$ cat config.mk
export PLATFORM = sky130hd
export DESIGN_NAME = lsu
export DESIGN_NICKNAME = d
export VERILOG_FILES = /design/src/rtl/lsu.sv
export SDC_FILE = /design/constraint.sdc
export NUM_CORES = 1
export LEC_CHECK = 0
export CAP_MARGIN = 20
export CORE_ASPECT_RATIO = 1.1
export CORE_MARGIN = 1.5
export CORE_UTILIZATION = 30
export CTS_CLUSTER_DIAMETER = 50
export DETAILED_ROUTE_END_ITERATION = 6
export SETUP_SLACK_MARGIN = 0.05
export SLEW_MARGIN = 20
export SYNTH_ARGS = -nofsm -noshare
export SYNTH_HDL_FRONTEND = slang
export SYNTH_SLANG_ARGS = --single-unit
$ cat constraint.sdc
create_clock -name clk -period 1.8 [get_ports clk]
set_input_delay 0.18 -clock clk [delete_from_list [all_inputs] [get_ports clk]]
set_output_delay 0.18 -clock clk [all_outputs]
set_load 0.02 [all_outputs]
$ cat src/rtl/lsu.sv
// lsu: single-outstanding load/store unit bridging the MEM stage to a req/gnt/rvalid bus.
// Define LSU_MISALIGN_TRAP_EN to trap misaligned H/W accesses instead of aligning them down.
module lsu (
    input  logic        clk,
    input  logic        rst_n,
    input  logic        req_valid_i,
    input  logic        req_we_i,
    input  logic [2:0]  req_funct3_i,
    input  logic [31:0] req_addr_i,
    input  logic [31:0] req_wdata_i,
    output logic        stall_o,
    output logic [31:0] rdata_o,
    output logic        rdata_valid_o,
    output logic        misalign_o,
    output logic        bus_req_o,
    output logic        bus_we_o,
    output logic [31:0] bus_addr_o,
    output logic [3:0]  bus_wstrb_o,
    output logic [31:0] bus_wdata_o,
    input  logic        bus_gnt_i,
    input  logic        bus_rvalid_i,
    input  logic [31:0] bus_rdata_i
);
    typedef enum logic [1:0] {IDLE, REQ, WAIT, DONE} state_t;
    state_t state, state_next;
    logic        we_q, mis_q, mis, in_b, in_h, q_b, q_h;
    logic [2:0]  f3_q;
    logic [31:0] addr_q, wdata_q, sh, ld;
    logic [1:0]  off;
    logic [3:0]  strb;

    assign in_b = (req_funct3_i == 3'b000) || (req_funct3_i == 3'b100);
    assign in_h = (req_funct3_i == 3'b001) || (req_funct3_i == 3'b101);
    assign q_b  = (f3_q == 3'b000) || (f3_q == 3'b100);
    assign q_h  = (f3_q == 3'b001) || (f3_q == 3'b101);

`ifdef LSU_MISALIGN_TRAP_EN
    assign mis        = (in_h & req_addr_i[0]) | (~in_b & ~in_h & |req_addr_i[1:0]);
    assign misalign_o = (state == DONE) & mis_q;
`else
    assign mis        = 1'b0;
    assign misalign_o = 1'b0;
`endif

    // Effective offset already aligned down to the access size
    assign off  = q_b ? addr_q[1:0] : q_h ? {addr_q[1], 1'b0} : 2'b00;
    assign strb = q_b ? (4'b0001 << off) : q_h ? (addr_q[1] ? 4'b1100 : 4'b0011) : 4'b1111;
    assign sh   = bus_rdata_i >> {off, 3'b000};
    assign ld   = q_b ? {{24{~f3_q[2] & sh[7]}}, sh[7:0]}
                : q_h ? {{16{~f3_q[2] & sh[15]}}, sh[15:0]} : sh;

    assign stall_o       = ((state == IDLE) & req_valid_i) | (state == REQ) | (state == WAIT);
    assign rdata_valid_o = (state == DONE) & ~we_q & ~mis_q;
    assign bus_req_o     = (state == REQ);
    assign bus_we_o      = (state == REQ) & we_q;
    assign bus_wstrb_o   = (state == REQ) & we_q ? strb : 4'b0000;
    assign bus_addr_o    = {addr_q[31:2], 2'b00};
    assign bus_wdata_o   = q_b ? {4{wdata_q[7:0]}} : q_h ? {2{wdata_q[15:0]}} : wdata_q;

    always_ff @(posedge clk or negedge rst_n) begin
        if (!rst_n) begin
            state   <= IDLE;
            we_q    <= 1'b0;
            mis_q   <= 1'b0;
            f3_q    <= 3'b000;
            addr_q  <= 32'h0;
            wdata_q <= 32'h0;
            rdata_o <= 32'h0;
        end else begin
            state <= state_next;
            if (state == IDLE && req_valid_i) begin
                we_q    <= req_we_i;
                mis_q   <= mis;
                f3_q    <= req_funct3_i;
                addr_q  <= req_addr_i;
                wdata_q <= req_wdata_i;
            end
            if (state == WAIT && bus_rvalid_i)
                rdata_o <= ld;
        end
    end

    always_comb begin
        state_next = state;
        unique case (state)
            IDLE:    if (req_valid_i) state_next = mis ? DONE : REQ;
            REQ:     if (bus_gnt_i) state_next = we_q ? DONE : WAIT;
            WAIT:    if (bus_rvalid_i) state_next = DONE;
            DONE:    state_next = IDLE;
            default: state_next = IDLE;
        endcase
    end
endmodule
# Yosys cells after proc, flatten, opt, wreduce, memory -nomap -nowiden
# Index checks and enable logic that the tools add are counted.
# word_totals
ramBits	0
latch_bits	0
output_inout_bits	105
inputBits	105
n_memories	0
regBits	102
rom_bits	0
# op_classes
muxes	15
div	0
eq_ne	9
bitwise_logic	9
n_reduce_logical	7
n_addsub	0
shift	2
mul	0
n_lt_le_gt_ge	0
# ops
cell	count
32-bit two-way mux	4
32-bit by 5-bit right shift with 32-bit output	1
4-bit two-way mux	4
2-bit two-way mux	5
2-bit one-hot mux with 4 select lines	1
3-bit == test, second input constant	2
1-bit AND	5
2-bit == test, second input constant	2
2-bit inequality test, second input constant	2
1-bit by 2-bit << shifter with 4-bit output, first input constant	1
3-bit by 1-bit == test with 1-bit output, second input constant	1
3-bit zero test	1
3-bit AND reduction	1
2-bit by 1-bit == test with 1-bit output, second input constant	1
1-bit logical AND	2
2-bit zero test	1
1-bit logical OR	2
2-bit by 1-bit inequality test with 1-bit output, second input constant	1
1-bit NOT	2
1-bit OR	2
1-bit two-way mux	1

# Depth between registers and ports, before layout
# logic_depth
word_depth	8
ltp_mapped	8
depth_no_buf	6

# Worst setup path before layout
# Ideal clock, no wire load.
# synth_timing
path_kind	register to output
start	register state[1]
end	output port bus_wstrb_o[3]
arrival_ns	1.552
slack_ns	0.068
path_buffers	0
stages_incl_launch_ff	7
cell_sequence	dfrtp_1 inv_1 ha_1 nand2_1 inv_1 o21ai_0 nor2_1
# synth_via
elab_chain_cells	3
# synth_lines
item	line	source
start: declaration	25	state_t state, state_next;
start signal: assignment	70	state <= state_next;
2-bit by 1-bit == test with 1-bit output	--	
via bus_req_o	15	output logic bus_req_o,
1-bit AND	56	assign bus_wstrb_o = (state == REQ) & we_q ? strb : 4'b0000;
via bus_we_o	16	output logic bus_we_o,
4-bit two-way mux	56	
end: declaration	18	output logic [3:0] bus_wstrb_o,
# The timed path passes the listed nets, and every way through them passes these cells.

# Worst setup path after layout
# layout_timing
start	register f3_q[1]
end	output port bus_wdata_o[10]
# layout_via
elab_chain_cells	3
# layout_lines
item	line	source
start: declaration	27	logic [2:0] f3_q;
start signal: assignment	74	f3_q <= req_funct3_i;
3-bit == test / 3-bit zero test (equally long branches)	34	assign q_b = (f3_q == 3'b000) || (f3_q == 3'b100);
1-bit logical OR *	34	
32-bit two-way mux *	58	assign bus_wdata_o = q_b ? {4{wdata_q[7:0]}} : q_h ? {2{wdata_q[15:0]}} : wdata_q;
end: declaration	19	output logic [31:0] bus_wdata_o,
# Mark *: on every way between the ends. The rest lies on a longest branch, timed or not.

==> results.toml <==
[outcome]
status = "completed"

[grt]
grt_start_max_net_pins = 53
grt_pass1_vias = 4409
antenna_found_initial = 0
grt_pass1_wl_microns = 23400
track_usage_pct = 16.5
grt_overflow = 0

[power]
powerDensity_nw_per_um2 = 2000
p_total_mw = 16.2
leakage_nw = 3.43
ir_drop_uv = 1100

[logic_synthesis]
synth_mux_area_share_pct = 24.8
synth_fa_ha_area_share_pct = 1.21
ys_types = 27
ys_ff_latch = 102
yosysWarningCount = 0
ys_seq_area_share_pct = 49.2
synth-simple-area-share_pct = 7.09
synth-compound-area-share_pct = 8.78
synth_area_leaders = "dfrtp_1 49%, mux2_2 20%, buf_4 6.5%, mux2i_1 4.4%, nand2_1 4.0%"
synth_area_per_cell_sq_um = 11.3
synth_top_area_share_pct = 49.2
yosysTopAreaCell = "dfrtp_1"
synth_xor_area_share_pct = 0
synthCells = 460
synth_top_family_by_area = "multiplexers"
syn-cell-area_sq_um = 5190

[cells_and_area]
diodes = 0
layout_common_cells = "173 x clkdlybuf4s50_1, 100 x dfrtp_1, 77 x mux2_2"
area_growth_pct = 56.3
num-nets-final = 758
layout_commonest_cell = "clkdlybuf4s50_1"
drive_gt1_share_pct = 31.9

[clock_network]
cts_sinks = 102
root_buffer = "clkbuf_16"
cts.clk_slew.worst_paths_ns = 0.07
cts_buffer_depth = 2
cts-htree-levels = 3
clock_latency_ns = 0.34
cts_tree = "yes"
cts_made_buffers = 9

[worst_setup_path]
path_class = "reg -> out"
path_cells = "nor2_4 > clkbuf_16 > mux2_4 > buf_6"
critPathBufInv = 2
endpoint_kind = "output port"
start_kind = "flip-flop"
crit_slowest_cell = "dfrtp_2"
cp_top_family = "flip-flops"
worstPathRequired_ns = 1.62
arrival_ns = 1.58
max_stage_delay_ns = 0.46
cp_max_fo = 5

[place]
dp_hpwl_microns = 10900
io_buffers = 206
gp_congestion = 0.838

[detailed_routing]
wl_microns = 15200
drc = 0
drtIter0Drc = 191
ant_nets = 0
wl_per_cell_microns = 17.2
vias_per_cell = 4.73
firstDrtPassIters = 5
vias = 4197

[timing]
finalClockSkew_ns = 0.00582
post-route-period-util_pct = 97.7
slew_headroom_pct = 56.4
tightest_slew_ns = 0.651
tns_ns = 0
rsz0062_at_grt = "true"
fmax_mhz = 569
fin_crit_ns = 1.76
hold_slack_ns = 0.362
hold_viol = 0
setup_violations = 0
slew_viol_final = 0

[floorplan]
die_w_microns = 128
ioPinCount = 210
core_sq_um = 17000
die_h_microns = 141
num_rows = 50
initial_core_util_pct = 30.6
die_area_sq_um = 18100

[min_path]
min_path_type = "in -> async"

[run]
max-cap-violations = 0
==> path summary, 6_finish.rpt <==
check / to / slack [ns] / depth (start not counted) / from
setup / recovery: bus_wdata_o[10] / 0.04 / 4 / f3_q[1]
hold / removal: rdata_o[0] / 0.36 / 3 / rst_n
setup reg to reg: rdata_o[10] / 0.10 / 6 / f3_q[0]
hold reg to reg: rdata_o[7] / 0.50 / 2 / rdata_o[7]
max in group asynchronous: wdata_q[27] / 0.83 / 3 / rst_n
min in group clk: wdata_q[29] / 0.44 / 2 / req_wdata_i[29]
==> per-layer routing <==
metal  up-vias  routed length, microns  share of wire [%]  global-route usage [%]
li1       1940                       -                  -                       -
met1      2070                    6050                 40                    19.9
met2       165                    7690                 50                    28.2
met3        22                    1220                8.0                    4.78
met4         0                     295                1.9                    5.74
met5         -                       0                  0                       0
==> logic make-up after synthesis <==
logic type | count (synthesis)
muxes | 117
DFF | 102
and+or+nand+nor | 90
buffers and inverters | 74
AOI/OAI and AO/OA | 71
adders and majority gates | 5
other | 1
==> stage by stage <==
step	worst slack [ns]	cell area, sq um	std cells	utilization [%]
after floorplan	0.0676	5190	462	-
after global placement	-0.173	7470	864	44.1
after detailed placement	-0.252	7470	864	44.1
after CTS	-0.00810	7780	882	45.9
after global routing	-0.0133	8100	887	47.8
final	0.0418	8100	887	47.8
==> tightest hold or removal path, delay by kind of cell <==
kind,cells,cell delay (ns)
buffers and inverters,3,0.91
==> what timing repair did <==
| item | in CTS | in global routing |
|---|---|---|
| hold buffers | 1 | 0 |
| resized for setup | 162 | 88 |
| endpoints found under the hold margin | 80 | 0 |
| setup buffers | 1 | 3 |
| cloned | 0 | 3 |
| pin swaps | 2 | 7 |
| setup endpoints to repair | 58 | 61 |
==> synthesized netlist by cell type <==
cell type and count:
dfrtp_1 102, mux2_2 94, nand2_1 55, buf_4 45
mux2i_1 23, nor2_1 22, o21ai_0 18, a21oi_1 17
o22ai_1 16, clkbuf_1 11, a22oi_1 8, o221ai_1 8
buf_2 6, inv_1 6, buf_1 5, ha_1 5
nand2b_1 3, nor2b_1 3, nor3_1 3, and2_1 2
o31ai_1 2, a211oi_4 1, clkbuf_2 1, conb_1 1
nand3_1 1, nor4b_1 1, o221ai_2 1
==> report_power, final <==
part | internal [mW] | total (mW) | leakage [nW] | switching, mW
clock | 0.982 | 1.89 | 0.131 | 0.910
combinational | 5.28 | 9.97 | 2.09 | 4.69
sequential | 3.47 | 4.31 | 1.21 | 0.841
total | 9.73 | 16.2 | 3.43 | 6.44
==> flip-flops by register name (all words and copies together) (netlist names) <==
register	flops
wdata_q	32
f3_q	3
addr_q	32
state	2
rdata_o	32
we_q	1
==> area by class of cell <==
class                           count  area (sq um)
Fill cell                        1564          8850
Clock buffer                       10           239
Inverter                            6          22.5
Timing Repair Buffer              243          2550
Multi-Input combinational cell    286          2400
Clock inverter                      6          45.0
Sequential cell                   102          2550
Tap cell                          234           293
No activity file was read; power rests on OpenSTA's default activity.
